==> config.mk <==
export PLATFORM = sky130hd
export DESIGN_NAME = data_pipe_interconnect_1ton_flat
export DESIGN_NICKNAME = d
export VERILOG_FILES = /design/src/rtl/data_pipe_interconnect_1ton_if.sv /design/src/rtl/data_pipe_interconnect_1ton.sv /design/src/flat_wrapper.sv
export SDC_FILE = /design/constraint.sdc
export NUM_CORES = 1
export LEC_CHECK = 0
export BUFFER_PORTS_ARGS = -buffer_cell sky130_fd_sc_hd__buf_4
export CAP_MARGIN = 0
export CORE_ASPECT_RATIO = 0.8
export CORE_MARGIN = 2
export CORE_UTILIZATION = 51
export DETAILED_ROUTE_END_ITERATION = 6
export PLACE_DENSITY = 0.87
export SYNTH_ARGS = -nofsm -noshare
export SYNTH_HDL_FRONTEND = slang
export SYNTH_SLANG_ARGS = --single-unit
==> constraint.sdc <==
create_clock -name clock -period 3.6 [get_ports clock]
set_clock_uncertainty 0.2 [all_clocks]
set_input_delay 0.54 -clock clock [delete_from_list [all_inputs] [get_ports clock]]
set_output_delay 0.54 -clock clock [all_outputs]
set_load 0.005 [all_outputs]
==> src/rtl/data_pipe_interconnect_1ton_if.sv <==
// Stream bundle between one producer and NUM_M consumers of the 1-to-N pipe.
// The data bus is one word per channel; every slice carries the same word.
interface data_pipe_interconnect_1ton_if #(
  parameter int DSIZE = 8,
  parameter int NUM_M = 8
);
  logic                        s_valid;
  logic [DSIZE-1:0]            s_data;
  logic                        s_ready;
  logic [NUM_M-1:0]            m_valid;
  logic [NUM_M-1:0][DSIZE-1:0] m_data;
  logic [NUM_M-1:0]            m_ready;

  modport master (output s_valid, s_data, m_ready, input s_ready, m_valid, m_data);
  modport slave  (input s_valid, s_data, m_ready, output s_ready, m_valid, m_data);
endinterface

==> src/rtl/data_pipe_interconnect_1ton.sv <==
// 1-to-N switched data pipe: output register plus skid entry, path latched only
// while empty, invalid path either drops (counted) or stalls until re-selected.
module data_pipe_interconnect_1ton_lane #(
  parameter int DSIZE = 8,
  parameter int PW    = 3,
  parameter int LANE  = 0
) (
  input  logic [PW-1:0]    path,
  input  logic             path_ok,
  input  logic             out_vld,
  input  logic             m_ready,
  input  logic [DSIZE-1:0] data,
  output logic             m_valid,
  output logic             rdy,
  output logic [DSIZE-1:0] m_data
);
  logic hit;
  assign hit     = path_ok & (path == PW'(LANE));
  assign m_valid = out_vld & hit;
  assign rdy     = hit & m_ready;
  assign m_data  = data;
endmodule

module data_pipe_interconnect_1ton #(
  parameter int DSIZE        = 8,
  parameter int NUM_M        = 8,
  parameter int PW           = $clog2(NUM_M),
  parameter bit DROP_INVALID = 1'b1,
  parameter int CNT_W        = 16
) (
  input  logic                 clock,
  input  logic                 rst,
  input  logic                 clk_en,
  input  logic                 sw_vld,
  input  logic [PW-1:0]        sw,
  data_pipe_interconnect_1ton_if.slave bus,
  output logic [PW-1:0]        curr_path,
  output logic                 path_ok,
  output logic                 busy,
  output logic [CNT_W-1:0]     drop_cnt
);
  logic             init_q;
  logic             out_vld_q, out_vld_d, skid_vld_q, skid_vld_d;
  logic [DSIZE-1:0] out_data_q, out_data_d, skid_data_q, skid_data_d;
  logic [PW-1:0]    path_q, path_d;
  logic             pok_q, pok_d;
  logic [CNT_W-1:0] cnt_q, cnt_d;

  logic [NUM_M-1:0]            lane_rdy, lane_vld;
  logic [NUM_M-1:0][DSIZE-1:0] lane_data;
  logic                        sel_rdy, acc, pop, load;

  for (genvar i = 0; i < NUM_M; i++) begin : g_lane
    data_pipe_interconnect_1ton_lane #(.DSIZE(DSIZE), .PW(PW), .LANE(i)) u_lane (
      .path    (path_q),
      .path_ok (pok_q),
      .out_vld (out_vld_q),
      .m_ready (bus.m_ready[i]),
      .data    (out_data_q),
      .m_valid (lane_vld[i]),
      .rdy     (lane_rdy[i]),
      .m_data  (lane_data[i])
    );
  end

  assign bus.s_ready = init_q & ~skid_vld_q;
  assign bus.m_valid = lane_vld;
  assign bus.m_data  = lane_data;
  assign busy        = out_vld_q | skid_vld_q;
  assign curr_path   = path_q;
  assign path_ok     = pok_q;
  assign drop_cnt    = cnt_q;

  assign sel_rdy = pok_q ? (|lane_rdy) : DROP_INVALID;
  assign acc     = bus.s_valid & bus.s_ready & clk_en;
  assign pop     = out_vld_q & sel_rdy & clk_en;
  // A stalled invalid path keeps re-sampling sw so it can be escaped while full.
  assign load    = clk_en & (~busy | (~pok_q & ~DROP_INVALID));

  always_comb begin
    out_vld_d   = out_vld_q;
    out_data_d  = out_data_q;
    skid_vld_d  = skid_vld_q;
    skid_data_d = skid_data_q;
    path_d      = path_q;
    pok_d       = pok_q;
    cnt_d       = cnt_q;
    if (acc && (!out_vld_q || pop)) begin
      out_vld_d  = 1'b1;
      out_data_d = bus.s_data;
    end else if (acc) begin
      skid_vld_d  = 1'b1;
      skid_data_d = bus.s_data;
    end else if (pop && skid_vld_q) begin
      out_data_d = skid_data_q;
      skid_vld_d = 1'b0;
    end else if (pop) begin
      out_vld_d = 1'b0;
    end
    if (load) begin
      path_d = sw;
      pok_d  = sw_vld && (32'(sw) < NUM_M);
    end
    if (pop && !pok_q && cnt_q != '1) cnt_d = cnt_q + CNT_W'(1);
  end

  always_ff @(posedge clock) begin
    if (rst) begin
      init_q      <= 1'b0;
      out_vld_q   <= 1'b0;
      out_data_q  <= '0;
      skid_vld_q  <= 1'b0;
      skid_data_q <= '0;
      path_q      <= '0;
      pok_q       <= 1'b0;
      cnt_q       <= '0;
    end else if (clk_en) begin
      init_q      <= 1'b1;
      out_vld_q   <= out_vld_d;
      out_data_q  <= out_data_d;
      skid_vld_q  <= skid_vld_d;
      skid_data_q <= skid_data_d;
      path_q      <= path_d;
      pok_q       <= pok_d;
      cnt_q       <= cnt_d;
    end
  end
endmodule

==> src/flat_wrapper.sv <==
// flat-port wrapper written by rule: the top's interface ports become plain ports
module data_pipe_interconnect_1ton_flat 
#(
  parameter int DSIZE        = 8,
  parameter int NUM_M        = 8,
  parameter int PW           = $clog2(NUM_M),
  parameter bit DROP_INVALID = 1'b1,
  parameter int CNT_W        = 16
)
  (clock, rst, clk_en, sw_vld, sw, curr_path, path_ok, busy, drop_cnt, bus_s_valid, bus_s_data, bus_m_ready, bus_s_ready, bus_m_valid, bus_m_data);
  data_pipe_interconnect_1ton_if #(.DSIZE(DSIZE), .NUM_M(NUM_M)) bus_i ();
  input  logic clock;
  input  logic rst;
  input  logic clk_en;
  input  logic sw_vld;
  input  logic [PW-1:0] sw;
  output logic [PW-1:0] curr_path;
  output logic path_ok;
  output logic busy;
  output logic [CNT_W-1:0] drop_cnt;
  input wire logic [$bits(bus_i.s_valid)-1:0] bus_s_valid;
  input wire logic [$bits(bus_i.s_data)-1:0] bus_s_data;
  input wire logic [$bits(bus_i.m_ready)-1:0] bus_m_ready;
  output wire logic [$bits(bus_i.s_ready)-1:0] bus_s_ready;
  output wire logic [$bits(bus_i.m_valid)-1:0] bus_m_valid;
  output wire logic [$bits(bus_i.m_data)-1:0] bus_m_data;
  assign bus_i.s_valid = bus_s_valid;
  assign bus_i.s_data = bus_s_data;
  assign bus_i.m_ready = bus_m_ready;
  assign bus_s_ready = bus_i.s_ready;
  assign bus_m_valid = bus_i.m_valid;
  assign bus_m_data = bus_i.m_data;
  data_pipe_interconnect_1ton #(.DSIZE(DSIZE), .NUM_M(NUM_M), .PW(PW), .DROP_INVALID(DROP_INVALID), .CNT_W(CNT_W)) u_core (.clock(clock), .rst(rst), .clk_en(clk_en), .sw_vld(sw_vld), .sw(sw), .bus(bus_i), .curr_path(curr_path), .path_ok(path_ok), .busy(busy), .drop_cnt(drop_cnt));
endmodule
# Yosys cells after proc, flatten, opt, wreduce, memory -nomap -nowiden
# Cells that the tools add are included.
# W data, S select, Z words.
dict set report word_totals {
  register_bits 39
  latch_bits 0
  mem_bits_rw 0
  romBits 0
  in_bits 24
  output_inout_bits 94
  elab_cells 81
  n_memories 0
}
dict set report classes {
  add_sub_neg 1
  multipliers 0
  div 0
  order_cmp 0
  eq_ne 10
  shifts 0
  n_mux 10
  n_bitwise 34
  reduce_logical 18
}
# op n
set op_table {}
lappend op_table {{$and A1 B1 Y1} 30}
lappend op_table {{$mux W8} 3}
lappend op_table {{$add A16 B1 Y16 const B} 1}
lappend op_table {{$ne A16 B16 Y1 const B} 1}
lappend op_table {{$eq A3 B3 Y1 const B} 4}
lappend op_table {{$reduce_and A3 Y1} 3}
lappend op_table {{$reduce_or A8 Y1} 1}
lappend op_table {{$mux W1} 7}
lappend op_table {{$eq A3 B2 Y1 const B} 2}
lappend op_table {{$reduce_bool A2 Y1} 3}
lappend op_table {{$logic_and A1 B1 Y1} 4}
lappend op_table {{$reduce_and A2 Y1} 2}
lappend op_table {{$reduce_and A4 Y1} 1}
lappend op_table {{$eq A3 B1 Y1 const B} 1}
lappend op_table {{$logic_not A3 Y1} 1}
lappend op_table {{$not A1 Y1} 3}
lappend op_table {{$logic_not A1 Y1} 2}
lappend op_table {{$ne A2 B1 Y1 const B} 1}
lappend op_table {{$ne A2 B2 Y1 const B} 1}
lappend op_table {{$logic_or A1 B1 Y1} 1}
lappend op_table {{$or A1 B1 Y1} 1}

# Longest topological paths before layout
# Gate-level depths: netlist of run 1.
dict set report depth {
  word_depth 11
  mapped_depth 6
  depth_no_buf 5
}

# Hierarchy
# From an unflattened synthesis of run 1, not the netlist that was laid out.
dict set report unflattened {
  cells_unflattened 313
  area_unflattened_um2 2602.5
}
# mod instances cells_each area_per_inst_um2 seq_area_each_um2
set by_module_without_submodules {}
lappend by_module_without_submodules {data_pipe_interconnect_1ton 1 223 1923.1 780.7}
lappend by_module_without_submodules {{data_pipe_interconnect_1ton_lane at u_core.g_lane[0].u_lane ...} 4 11 87.6 0.0}
lappend by_module_without_submodules {{data_pipe_interconnect_1ton_lane at u_core.g_lane[3].u_lane ...} 3 11 82.6 0.0}
lappend by_module_without_submodules {{data_pipe_interconnect_1ton_lane at u_core.g_lane[7].u_lane} 1 13 81.3 0.0}

# Worst setup path before layout of run 1
# OpenSTA, ideal clock, no wires.
dict set report synth_path {
  path_type {input to register}
  start {input clk_en}
  end {register u_core.cnt_q[7] (netlist: u_core.drop_cnt[7])}
  setup_ns 0.123
  t_arrival_ns 1.877
  required_ns 3.277
  path_slack_ns 1.400
  path_stages 5
  n_path_buf 1
  cell_sequence {nand2_1 or4b_1 buf_2 a2111oi_2 mux2_1}
}
dict set report synth_between {
  elab_chain_len 4
}
# element line
set synth_rtl {}
lappend synth_rtl {{from (decl)} flat_wrapper.sv:14} ;# input logic clk_en;
lappend synth_rtl {{$and A1 B1 Y1} data_pipe_interconnect_1ton.sv:76} ;# assign pop = out_vld_q & sel_rdy & clk_en;
lappend synth_rtl {{$logic_and A1 B1 Y1 (2 in a row)} data_pipe_interconnect_1ton.sv:104} ;# if (pop && !pok_q && cnt_q != '1) cnt_d = cnt_q + CNT_W'(1);
lappend synth_rtl {{$reduce_and A2 Y1 (no source line) *} -}
lappend synth_rtl {{to (signal assigned)} data_pipe_interconnect_1ton.sv:125} ;# cnt_q <= cnt_d;
lappend synth_rtl {{to (decl)} data_pipe_interconnect_1ton.sv:47} ;# logic [CNT_W-1:0] cnt_q, cnt_d;
# Every way passes the cells marked *; elsewhere a longest branch is shown, timed or not.
# A chain may end at the register's enable or synchronous reset.

# Worst setup path after layout of run 1
dict set report layout_path {
  start {register u_core.out_vld_q}
  end {register u_core.cnt_q[7] (netlist: u_core.drop_cnt[7])}
}
dict set report layout_between {
  elab_chain_len 5
}
# element line
set layout_rtl {}
lappend layout_rtl {{from (decl)} data_pipe_interconnect_1ton.sv:43} ;# logic out_vld_q, out_vld_d, skid_vld_q, skid_vld_d;
lappend layout_rtl {{from (signal assigned)} data_pipe_interconnect_1ton.sv:119} ;# out_vld_q <= out_vld_d;
lappend layout_rtl {{$and A1 B1 Y1 (2 in a row)} data_pipe_interconnect_1ton.sv:76}
lappend layout_rtl {{$logic_and A1 B1 Y1 (2 in a row)} data_pipe_interconnect_1ton.sv:104}
lappend layout_rtl {{$reduce_and A2 Y1 (no source line)} -}
# Every way passes these cells.

==> key figures, run 1 <==
Place
  – Port Buffer Count: about 120
  – Final Wtd Congestion: 0.836
  – Placed Cells: 405
  – Pre-CTS setup slack: 1100 ps
  – Placed inst area: approximately 3000 sq um
  – DP HPWL: 4.41 mm

Timing
  – Fin crit period: 2460 ps
  – Setup TNS: 0 ps
  – Fin. Hold Viols: 0
  – Final worst-path cycle share: 0.684
  – Final setup fails: 0
  – Slew Limit Fails: 0
  – Final setup margin: approximately 1100 ps
  – Slew headroom: 0.578
  – Unrepaired setup endpoints after global routing: false
  – Slew @ Worst Pin: ~630 ps
  – Top achievable clock speed: about 410 MHz

Floorplanning
  – Die Height: ~67 um
  – Core area: 4650 sq um
  – Starting density of the core: 0.540
  – Row Count: 22
  – Ports: about 120
  – DIE WIDTH: a little over 80 um
  – Die Area: ~5500 sq um

Logic synthesis
  – Post-synthesis mux area share: 0.0558
  – Top-area cell type share of the netlist area: 0.311
  – Top FF cell, synth: dfxtp_1
  – Synth area leaders: dfxtp_1 31%, buf_4 19%, nor2_1 5.1%
  – Yosys top cell by area: dfxtp_1
  – Post-Syn Nets: around 330
  – XOR/XNOR share of the synthesized area: 0
  – Simple-gate share of the synthesized area: 0.193
  – Cell Area, Synth: between 2000 and 3000 sq um
  – YS warnings: 0
  – Post-Syn Instances: between 300 and 400
  – FF+latch count, synth: 39
  – Largest family of logic cells by synthesized area: buffers and inverters
  – Post-synthesis async set-or-reset flop share: 0
  – Syn Area/Cell: ~8.3 sq um
  – Sequential share of the synthesized area: 0.311
  – EDFF count, synth: 0
  – Adder-cell share of the synthesized area: 0.00498
  – Synth cell types: 46
  – Compound-cell area share of the yosys netlist: 0.206

Global routing
  – Total GRT Usage: 0.212
  – Antenna violations before repair: 0
  – Global route overflow: 0
  – Largest net degree at the start of global routing: 48
  – Global-route wire length before repair: 9.11 mm
  – Vias in the first global route: between 1.5k and 2k

Clocking
  – Clock slew at reported path FFs: around 80 ps
  – CTS buffer count: 5
  – Hold Buf Count CTS: 0
  – Post-CTS setup buffer count: 0
  – CTS sink count: 39
  – Clock network latency to the later pin of the worst-skew pair: roughly 290 ps
  – Root Driver: clkbuf_8
  – H-tree lvl count: 2
  – Max clock buf depth: 2
  – Post-CTS Resized: 0
  – CTS tree: yes

Setup path
  – R2R cell count: 4
  – Worst EP required: ~3600 ps
  – Crit path arrival time: 2440 ps
  – CP Max Fanout: 15
  – R2r setup slk: roughly 1100 ps
  – Max incr delay on CP: around 670 ps
  – FF-to-FF Start: u_core.out_vld_q
  – Slowest-stage cell, CP: or4b_1
  – CP Launch Type: flip-flop
  – Critical Path End Type: flip-flop
  – Worst-path cell chain: nand2_1 > or4b_1 > a2111oi_2 > mux2_1
  – Worst R2R End: u_core.drop_cnt[7]
  – Critical path class: flip-flop to flip-flop

Route
  – Vias: 2,341
  – # DRC: 0
  – Routed length per placed instance: 14.5 um
  – Vias per inst: ~5.7
  – Total wire length: approximately 6.0 mm
  – Post-DRT Antenna Nets: 0
  – Pre-antenna DRT Iters: 4
  – Starting DRT DRC Count: between 200 and 250

Finish
  – P&R area growth vs syn: 21.6%
  – Non-Filler Instances: 413
  – Fin area: about 3100 sq um
  – Ant. Diodes: 0
  – Final Util: 0.657
  – Final layout net count: roughly 380
  – Share of cells above drive strength 1: 0.397

Pwr
  – NetSw: approximately 0.24 mW
  – Flop pwr share: 0.461
  – Switching Share: 0.240
  – Power Dens Cells: between 300 and 400 nW/um^2
  – Maximum vdd drop: 186 uV
  – Internal Pwr Total: between 0.7 and 0.8 mW
  – Leak: about 1.4 nW
  – Logic pwr share: 0.161
  – Clk pwr share: 0.378

Min path
  – Hold path endpoint: u_core.skid_data_q[2]
  – Hold Crit Class: primary input to flip-flop
  – Hold Path Origin: bus_s_data[2]
  – Hold depth: 2

Status
  – Status: finished, final reports clean

Job
  – Max-cap violation count: 0
-- registers in the layout (all words and copies together) (netlist names) --
register            flops
u_core.init_q           1
u_core.path_ok          1
u_core.out_data_q       8
u_core.skid_vld_q       1
u_core.skid_data_q      8
u_core.drop_cnt        16
u_core.curr_path        3
u_core.out_vld_q        1
-- placed cells by master, fill, tap and decap left out, types with 4 or more instances in the layout --
cell and n:
buf_4 117, dfxtp_1 39, nor2_1 34, nand2_1 16, inv_1 13, a21oi_1 13
o22a_1 9, a311oi_1 9, nor2b_1 8, nand3_1 8, o22ai_1 8, mux2_1 6
o21ai_0 6, clkbuf_8 6, mux2i_1 5, a31o_2 5, or4_1 4
-- worst max-delay path by stage --
| stage | startpoint | endpoint | slack, ps | cells past startpoint |
|---|---|---|---|---|
| after global placement | clk_en | u_core.drop_cnt[7] | 1160 | 5 |
| final | u_core.out_vld_q | u_core.drop_cnt[7] | 1140 | 4 |
| after CTS | u_core.out_vld_q | u_core.drop_cnt[7] | 1140 | 4 |
| after global routing | u_core.out_vld_q | u_core.drop_cnt[7] | 940 | 4 |
| after detailed placement | clk_en | u_core.drop_cnt[7] | 1100 | 5 |
| after floorplan | clk_en | u_core.drop_cnt[7] | 1400 | 5 |
-- layer usage --
| layer | up-vias | GRT usage | share of wire |
|---|---|---|---|
| met4 | 0 | 0.0521 | 0.0078 |
| li1 | 1112 | - | - |
| met3 | 6 | 0.0637 | 0.10 |
| met5 | - | 0 | 0 |
| met1 | 1091 | 0.278 | 0.42 |
| met2 | 132 | 0.340 | 0.47 |
-- critical path: cells and delay by family, from the launching register on --
family / cells / cell delay (ps)
AO/OA/AOI/OAI: 1 / 400
multiplexers: 1 / 360
flip-flops: 1 / 590
AND/OR/NAND/NOR: 2 / 810
-- cell type report --
class | instances | area [sq um]
Clock buffer | 6 | 82.6
Multi-Input combinational cell | 176 | 1150
Clock inverter | 2 | 35.0
Inverter | 13 | 48.8
Sequential cell | 39 | 781
Timing Repair Buffer | 117 | 878
Tap cell | 60 | 75.1
Fill cell | 412 | 1600
-- synth_stat cells (all sizes together), types with 2 or more instances --
library cell   n
a2111oi        2
a211oi         2
a21oi         13
a311oi        10
a31o           8
and2           3
and3           2
buf           67
clkbuf         9
dfxtp         39
inv           13
mux2           8
mux2i          5
nand2         16
nand2b         3
nand3          8
nand3b         2
nand4          2
nor2          34
nor2b          8
nor3           2
nor4           2
o21ai          6
o22a           9
o22ai          8
o31ai          3
o41ai          2
or2            3
or4            4
-- power groups by stage --
stage / sequential (mW) / combinational [mW] / clock, mW
2_1_floorplan: 0.468 / 0.113 / 0
3_3_place_gp: 0.471 / 0.159 / 0
3_5_place_dp: 0.473 / 0.162 / 0
4_1_cts: 0.463 / 0.163 / 0.385
5_1_grt: 0.466 / 0.177 / 0.408
6_report: 0.462 / 0.161 / 0.380
-- cell families (layout without fill, tap and decap cells) --
family                     Yosys count  count (layout)
and+or+nand+nor                     94              94
buffers and inverters               89             138
AOI/OAI and AO/OA                   68              68
DFF                                 39              39
muxes                               13              13
adders and majority gates            1               1
-- metrics by stage --
stage	hold WS [ps]	power, mW
2_1_floorplan	273	0.581
3_3_place_gp	275	0.631
3_5_place_dp	305	0.635
4_1_cts	272	1.01
5_1_grt	276	1.05
6_report	276	1.00
Power figures use the tool's default switching activity.
==> inputs of run 2 (changes only) <==
CORE_UTILIZATION = 47   (was 51)
PLACE_DENSITY = 0.81   (was 0.87)
clock period = 2.43 ns   (was 3.6 ns; I/O delays follow)
==> run 2 against run 1 <==
The run now ends with design-rule violations left; hold slack worse by 160 ps; cell area up 0.37%; non-clock buffer count up 6; core utilization down 5.5 points; sequential power up 48%; clock power up 11%; register-to-register slack worse by 960 ps; cell count up 1.9%; die area up 8.0%; via count down 1.3%; critical path type unchanged; highest routed layer unchanged.
==> key figures, run 2 (synthesis gave the netlist of run 1 again) <==
Clocking
  – Clock slew at reported path FFs: approximately 80 ps
  – CTS tree: yes
  – Post-CTS Resized: 0
  – Max clock buf depth: 2
  – Root Driver: clkbuf_8
  – Hold Buf Count CTS: 0
  – CTS sink count: 39
  – Clock network latency to the later pin of the worst-skew pair: 290 ps
  – CTS buffer count: 5
  – H-tree lvl count: 2
  – Post-CTS setup buffer count: 0

Place
  – Port Buffer Count: approximately 120
  – Placed inst area: approximately 3000 sq um
  – DP HPWL: 4.50 mm
  – Final Wtd Congestion: between 0.8 and 0.9
  – Placed Cells: 413
  – Pre-CTS setup slack: 110 ps

Finish
  – Final layout net count: between 300 and 400
  – Fin area: approximately 3100 sq um
  – Final Util: 0.602
  – P&R area growth vs syn: 22.1%
  – Leading cell type in the layout, fill and taps excluded: buf_4
  – Non-Filler Instances: between 400 and 500
  – Most frequent cells in the layout: 123 x buf_4, 39 x dfxtp_1, 34 x nor2_1
  – Max FFs per register: 16
  – Fillers: ~450
  – Ant. Diodes: 0
  – Share of cells above drive strength 1: 0.401

Floorplanning
  – Starting density of the core: 0.493
  – DIE WIDTH: 85.7 um
  – Row Count: 23
  – Core area: approximately 5100 sq um
  – Die Height: between 60 and 70 um
  – Ports: about 120
  – Die Area: about 6000 sq um

Route
  – Total wire length: 5.99 mm
  – Vias per inst: around 5.5
  – Vias: ~2.3k
  – Starting DRT DRC Count: around 160
  – Pre-antenna DRT Iters: 7
  – # DRC: 12
  – Post-DRT Antenna Nets: 0
  – Routed length per placed instance: roughly 14 um

Setup path
  – CP Max Fanout: 9
  – Critical Path End Type: flip-flop
  – Crit path arrival time: roughly 2200 ps
  – Critical path class: flip-flop to flip-flop
  – Worst EP required: 2410 ps
  – CP Launch Type: flip-flop

Pwr
  – Maximum vdd drop: approximately 300 uV
  – Power Dens Cells: between 400 and 500 nW/um^2
  – Overall Power: between 1 and 1.5 mW
  – Leak: 1.40 nW

Timing
  – Setup TNS: 0 ps
  – Final setup margin: between 150 and 200 ps
  – Slew headroom: 0.522
  – Final setup fails: 0
  – Slew Limit Fails: 0
  – Final worst-path cycle share: 0.928
  – Top achievable clock speed: around 440 MHz
  – Hold slack: approximately 110 ps
  – Fin. Hold Viols: 0
  – Slew @ Worst Pin: around 700 ps
  – Unrepaired setup endpoints after global routing: false
  – Fin crit period: 2250 ps

Global routing
  – Largest net degree at the start of global routing: 48
  – Vias in the first global route: 1,961
  – Total GRT Usage: 0.196
  – Global route overflow: 0
  – Antenna violations before repair: 0
  – Global-route wire length before repair: between 9 and 10 mm

Min path
  – Hold Crit Class: primary input to flip-flop

Job
  – Max-cap violation count: 0

Status
  – Failing checks: design-rule violations
  – Status: complete, but fails checks
## run 2: cell types whose count changed in the layout (fill, tap and decap cells not counted)
cell and delta:
buf_4 +6, bufinv_16 -1, clkbuf_1 +2, clkbuf_8 -1
## run 2: power by group
| group | internal, mW | leakage (nW) | total [mW] | switching, mW |
|---|---|---|---|---|
| Combinational | 0.148 | 1.04 | 0.251 | 0.103 |
| Clock | 0.201 | 0.0422 | 0.422 | 0.220 |
| Sequential | 0.654 | 0.316 | 0.682 | 0.0274 |
## run 2: routing by layer
metal | up-vias | track usage | wire length [um] | part of all wire
met2 | 112 | 0.311 | 2670 | 0.45
li1 | 1136 | - | - | -
met1 | 1048 | 0.253 | 2550 | 0.43
met5 | - | 0 | 0 | 0
met4 | 0 | 0.0723 | 151 | 0.025
met3 | 15 | 0.0548 | 625 | 0.10
## run 2: critical path: stages, from the launching register on
cell	delay, ps
dfxtp_1	400
nand2_1	70
or4b_1	700
a2111oi_2	430
mux2_1	350
## run 2: area by class of cell
cell class,instances,area (sq um),area share
multi-input cells,176,1150,0.376
repair buffers,123,923,0.301
flip-flops and latches,39,781,0.255
well taps,62,77.6,0.0253
clock buffers,7,76.3,0.0249
inverters,13,48.8,0.0159
clock inverters,1,5.00,0.00163
## run 2: final timing paths
kind	startpoint	to	slack, ps	cells past startpoint
min reg2reg	u_core.drop_cnt[1]	u_core.drop_cnt[1]	290	2
max	u_core.drop_cnt[0]	u_core.drop_cnt[7]	180	4
min	bus_s_data[2]	u_core.skid_data_q[2]	110	2
max reg2reg	u_core.drop_cnt[0]	u_core.drop_cnt[7]	180	4
==> inputs of run 3 (changes only) <==
REMOVE_ABC_BUFFERS = 1   (was unset)
==> run 3 against run 2 <==
The flow still finishes with violations (design-rule violations); setup slack gained 12 ps; cell area grew 0.16%; count of clock-buffer cells in the layout shrank 1; cell count shrank 0.24%; hold slack lost 1.8 ps; fmax grew 0.54%; register-to-register slack is essentially flat; sequential power is essentially flat; critical path depth grew 1; largest cell class unchanged; combinational power shrank 2%; non-clock buffer count grew 1; critical endpoint is now u_core.drop_cnt[12]; highest routed layer unchanged.
==> key figures, run 3 (synthesis gave the netlist of run 1 again) <==
Timing
  – Slew headroom: 0.565
  – Top achievable clock speed: around 450 MHz
  – Fin crit period: approximately 2200 ps
  – Final setup fails: 0
  – Slew @ Worst Pin: around 650 ps
  – Unrepaired setup endpoints after global routing: false
  – Final worst-path cycle share: 0.923
  – Fin. Hold Viols: 0
  – Slew Limit Fails: 0
  – Setup TNS: 0 ps

Global routing
  – Vias in the first global route: slightly above 2k
  – Global route overflow: 0
  – Antenna violations before repair: 0
  – Total GRT Usage: 0.194
  – Global-route wire length before repair: approximately 9.5 mm
  – Largest net degree at the start of global routing: 48

Setup path
  – CP startpoint: u_core.drop_cnt[0]
  – WP depth: 5
  – Critical path class: flip-flop to flip-flop
  – Worst R2R End: u_core.drop_cnt[12]
  – Crit path arrival time: about 2200 ps
  – Delay-heaviest family, CP: simple AND/OR/NAND/NOR gates
  – Worst EP required: ~2400 ps
  – CP Launch Type: flip-flop
  – R2r setup slk: ~190 ps
  – CP endpoint: u_core.drop_cnt[12]
  – CP Max Fanout: 9
  – Max incr delay on CP: approximately 400 ps
  – FF-to-FF Start: u_core.drop_cnt[0]
  – CP Buf/Inv Count: 0
  – R2R cell count: 5
  – Critical Path End Type: flip-flop
  – Worst-path cell chain: ha_1 > and2_1 > nand3_1 > nor4b_2 > mux2_2
  – Slowest-stage cell, CP: dfxtp_1

Place
  – DP HPWL: between 4 and 5 mm
  – Final Wtd Congestion: between 0.7 and 0.8
  – Port Buffer Count: around 120
  – Placed Cells: between 400 and 500

Clocking
  – Max clock buf depth: 2
  – CTS buffer count: 5
  – Hold Buf Count CTS: 0
  – Post-CTS setup buffer count: 0
  – CTS sink count: 39
  – Clock slew at reported path FFs: ~70 ps
  – Clock network latency to the later pin of the worst-skew pair: around 280 ps
  – H-tree lvl count: 2
  – Post-CTS Resized: 0
  – CTS tree: yes
  – Root Driver: clkbuf_8

Pwr
  – Clk pwr share: 0.302
  – Leak: about 1.4 nW
  – Logic pwr share: 0.185
  – Power Dens Cells: about 430 nW/um^2
  – Maximum vdd drop: roughly 310 uV
  – Switching Share: 0.253
  – NetSw: roughly 0.34 mW
  – Flop pwr share: 0.513
  – Internal Pwr Total: about 0.99 mW

Status
  – Status: complete, but fails checks
  – Failing checks: design-rule violations

Finish
  – Final layout net count: roughly 380
  – Share of cells above drive strength 1: 0.405
  – P&R area growth vs syn: 22.3%
  – Ant. Diodes: 0
  – Most frequent cells in the layout: 124 x buf_4, 39 x dfxtp_1, 34 x nor2_1
  – Non-Filler Instances: 420
  – Max FFs per register: 16
  – Leading cell type in the layout, fill and taps excluded: buf_4

Floorplanning
  – Die Area: roughly 5900 sq um
  – Die Height: approximately 69 um
  – Starting density of the core: 0.493
  – DIE WIDTH: 85.7 um
  – Row Count: 23
  – Core area: around 5100 sq um
  – Ports: 118

Route
  – Vias per inst: between 5 and 6
  – Post-DRT Antenna Nets: 0
  – # DRC: 7
  – Pre-antenna DRT Iters: 7
  – Routed length per placed instance: 14.3 um
  – Starting DRT DRC Count: 140
  – Vias: 2,306
  – Total wire length: around 6 mm

Min path
  – Hold Crit Class: primary input to flip-flop
  – Hold depth: 2

Job
  – Max-cap violation count: 0
## run 3: cell count changes in the layout (fill, tap and decap cells not counted)
cell / change
buf_4: +1
clkbuf_1: -1
clkinv_2: -1
nor4b_1: -1
nor4b_2: +1
## run 3: area by class of cell
type	instances	area, sq um
Timing Repair Buffer	124	931
Inverter	13	48.8
Multi-Input combinational cell	176	1160
Clock buffer	6	72.6
Tap cell	62	77.6
Fill cell	467	2020
Sequential cell	39	781
## run 3: worst min path at each step
stage                                   start                    end  slack (ps)
after global routing            bus_s_data[7]  u_core.skid_data_q[7]         100
after global placement    u_core.drop_cnt[14]    u_core.drop_cnt[14]         270
after detailed placement   u_core.drop_cnt[1]     u_core.drop_cnt[1]         310
after floorplan                           rst    u_core.curr_path[0]         230
after CTS                       bus_s_data[2]  u_core.skid_data_q[2]         110
final                           bus_s_data[2]  u_core.skid_data_q[2]         110
## run 3: power by group through the flow
stage                     Sequential [mW]  Clock (mW)  Combinational (mW)
after floorplan                     0.708           0              0.0560
after global placement              0.694           0               0.243
after detailed placement            0.697           0               0.248
after CTS                           0.682       0.409               0.248
after global routing                0.686       0.440               0.265
final                               0.682       0.401               0.246
## run 3: routing by layer
| metal | share of wire | up-vias | GRT usage |
|---|---|---|---|
| met5 | 0 | - | 0 |
| li1 | - | 1134 | - |
| met2 | 0.48 | 89 | 0.315 |
| met4 | 0.0057 | 0 | 0.0423 |
| met1 | 0.44 | 1078 | 0.259 |
| met3 | 0.076 | 5 | 0.0488 |
## run 3: per-stage QoR
| stage | setup WS [ps] | util | cell area, sq um | hold slack, ps | power [mW] |
|---|---|---|---|---|---|
| 6_report | 188 | 0.603 | 3070 | 110 | 1.33 |
| 5_1_grt | 68.4 | 0.603 | 3070 | 99.6 | 1.39 |
| 4_1_cts | 133 | 0.602 | 3060 | 105 | 1.34 |
| 3_5_place_dp | 123 | 0.587 | 2990 | 309 | 0.944 |
| 3_3_place_gp | 152 | 0.587 | 2990 | 273 | 0.938 |
| 2_1_floorplan | 177 | - | 1980 | 234 | 0.763 |
## run 3: worst register-to-register path: stages, from the launching register on
cell	delay (ps)
dfxtp_1	390
ha_1	260
and2_1	290
nand3_1	310
nor4b_2	320
mux2_2	360
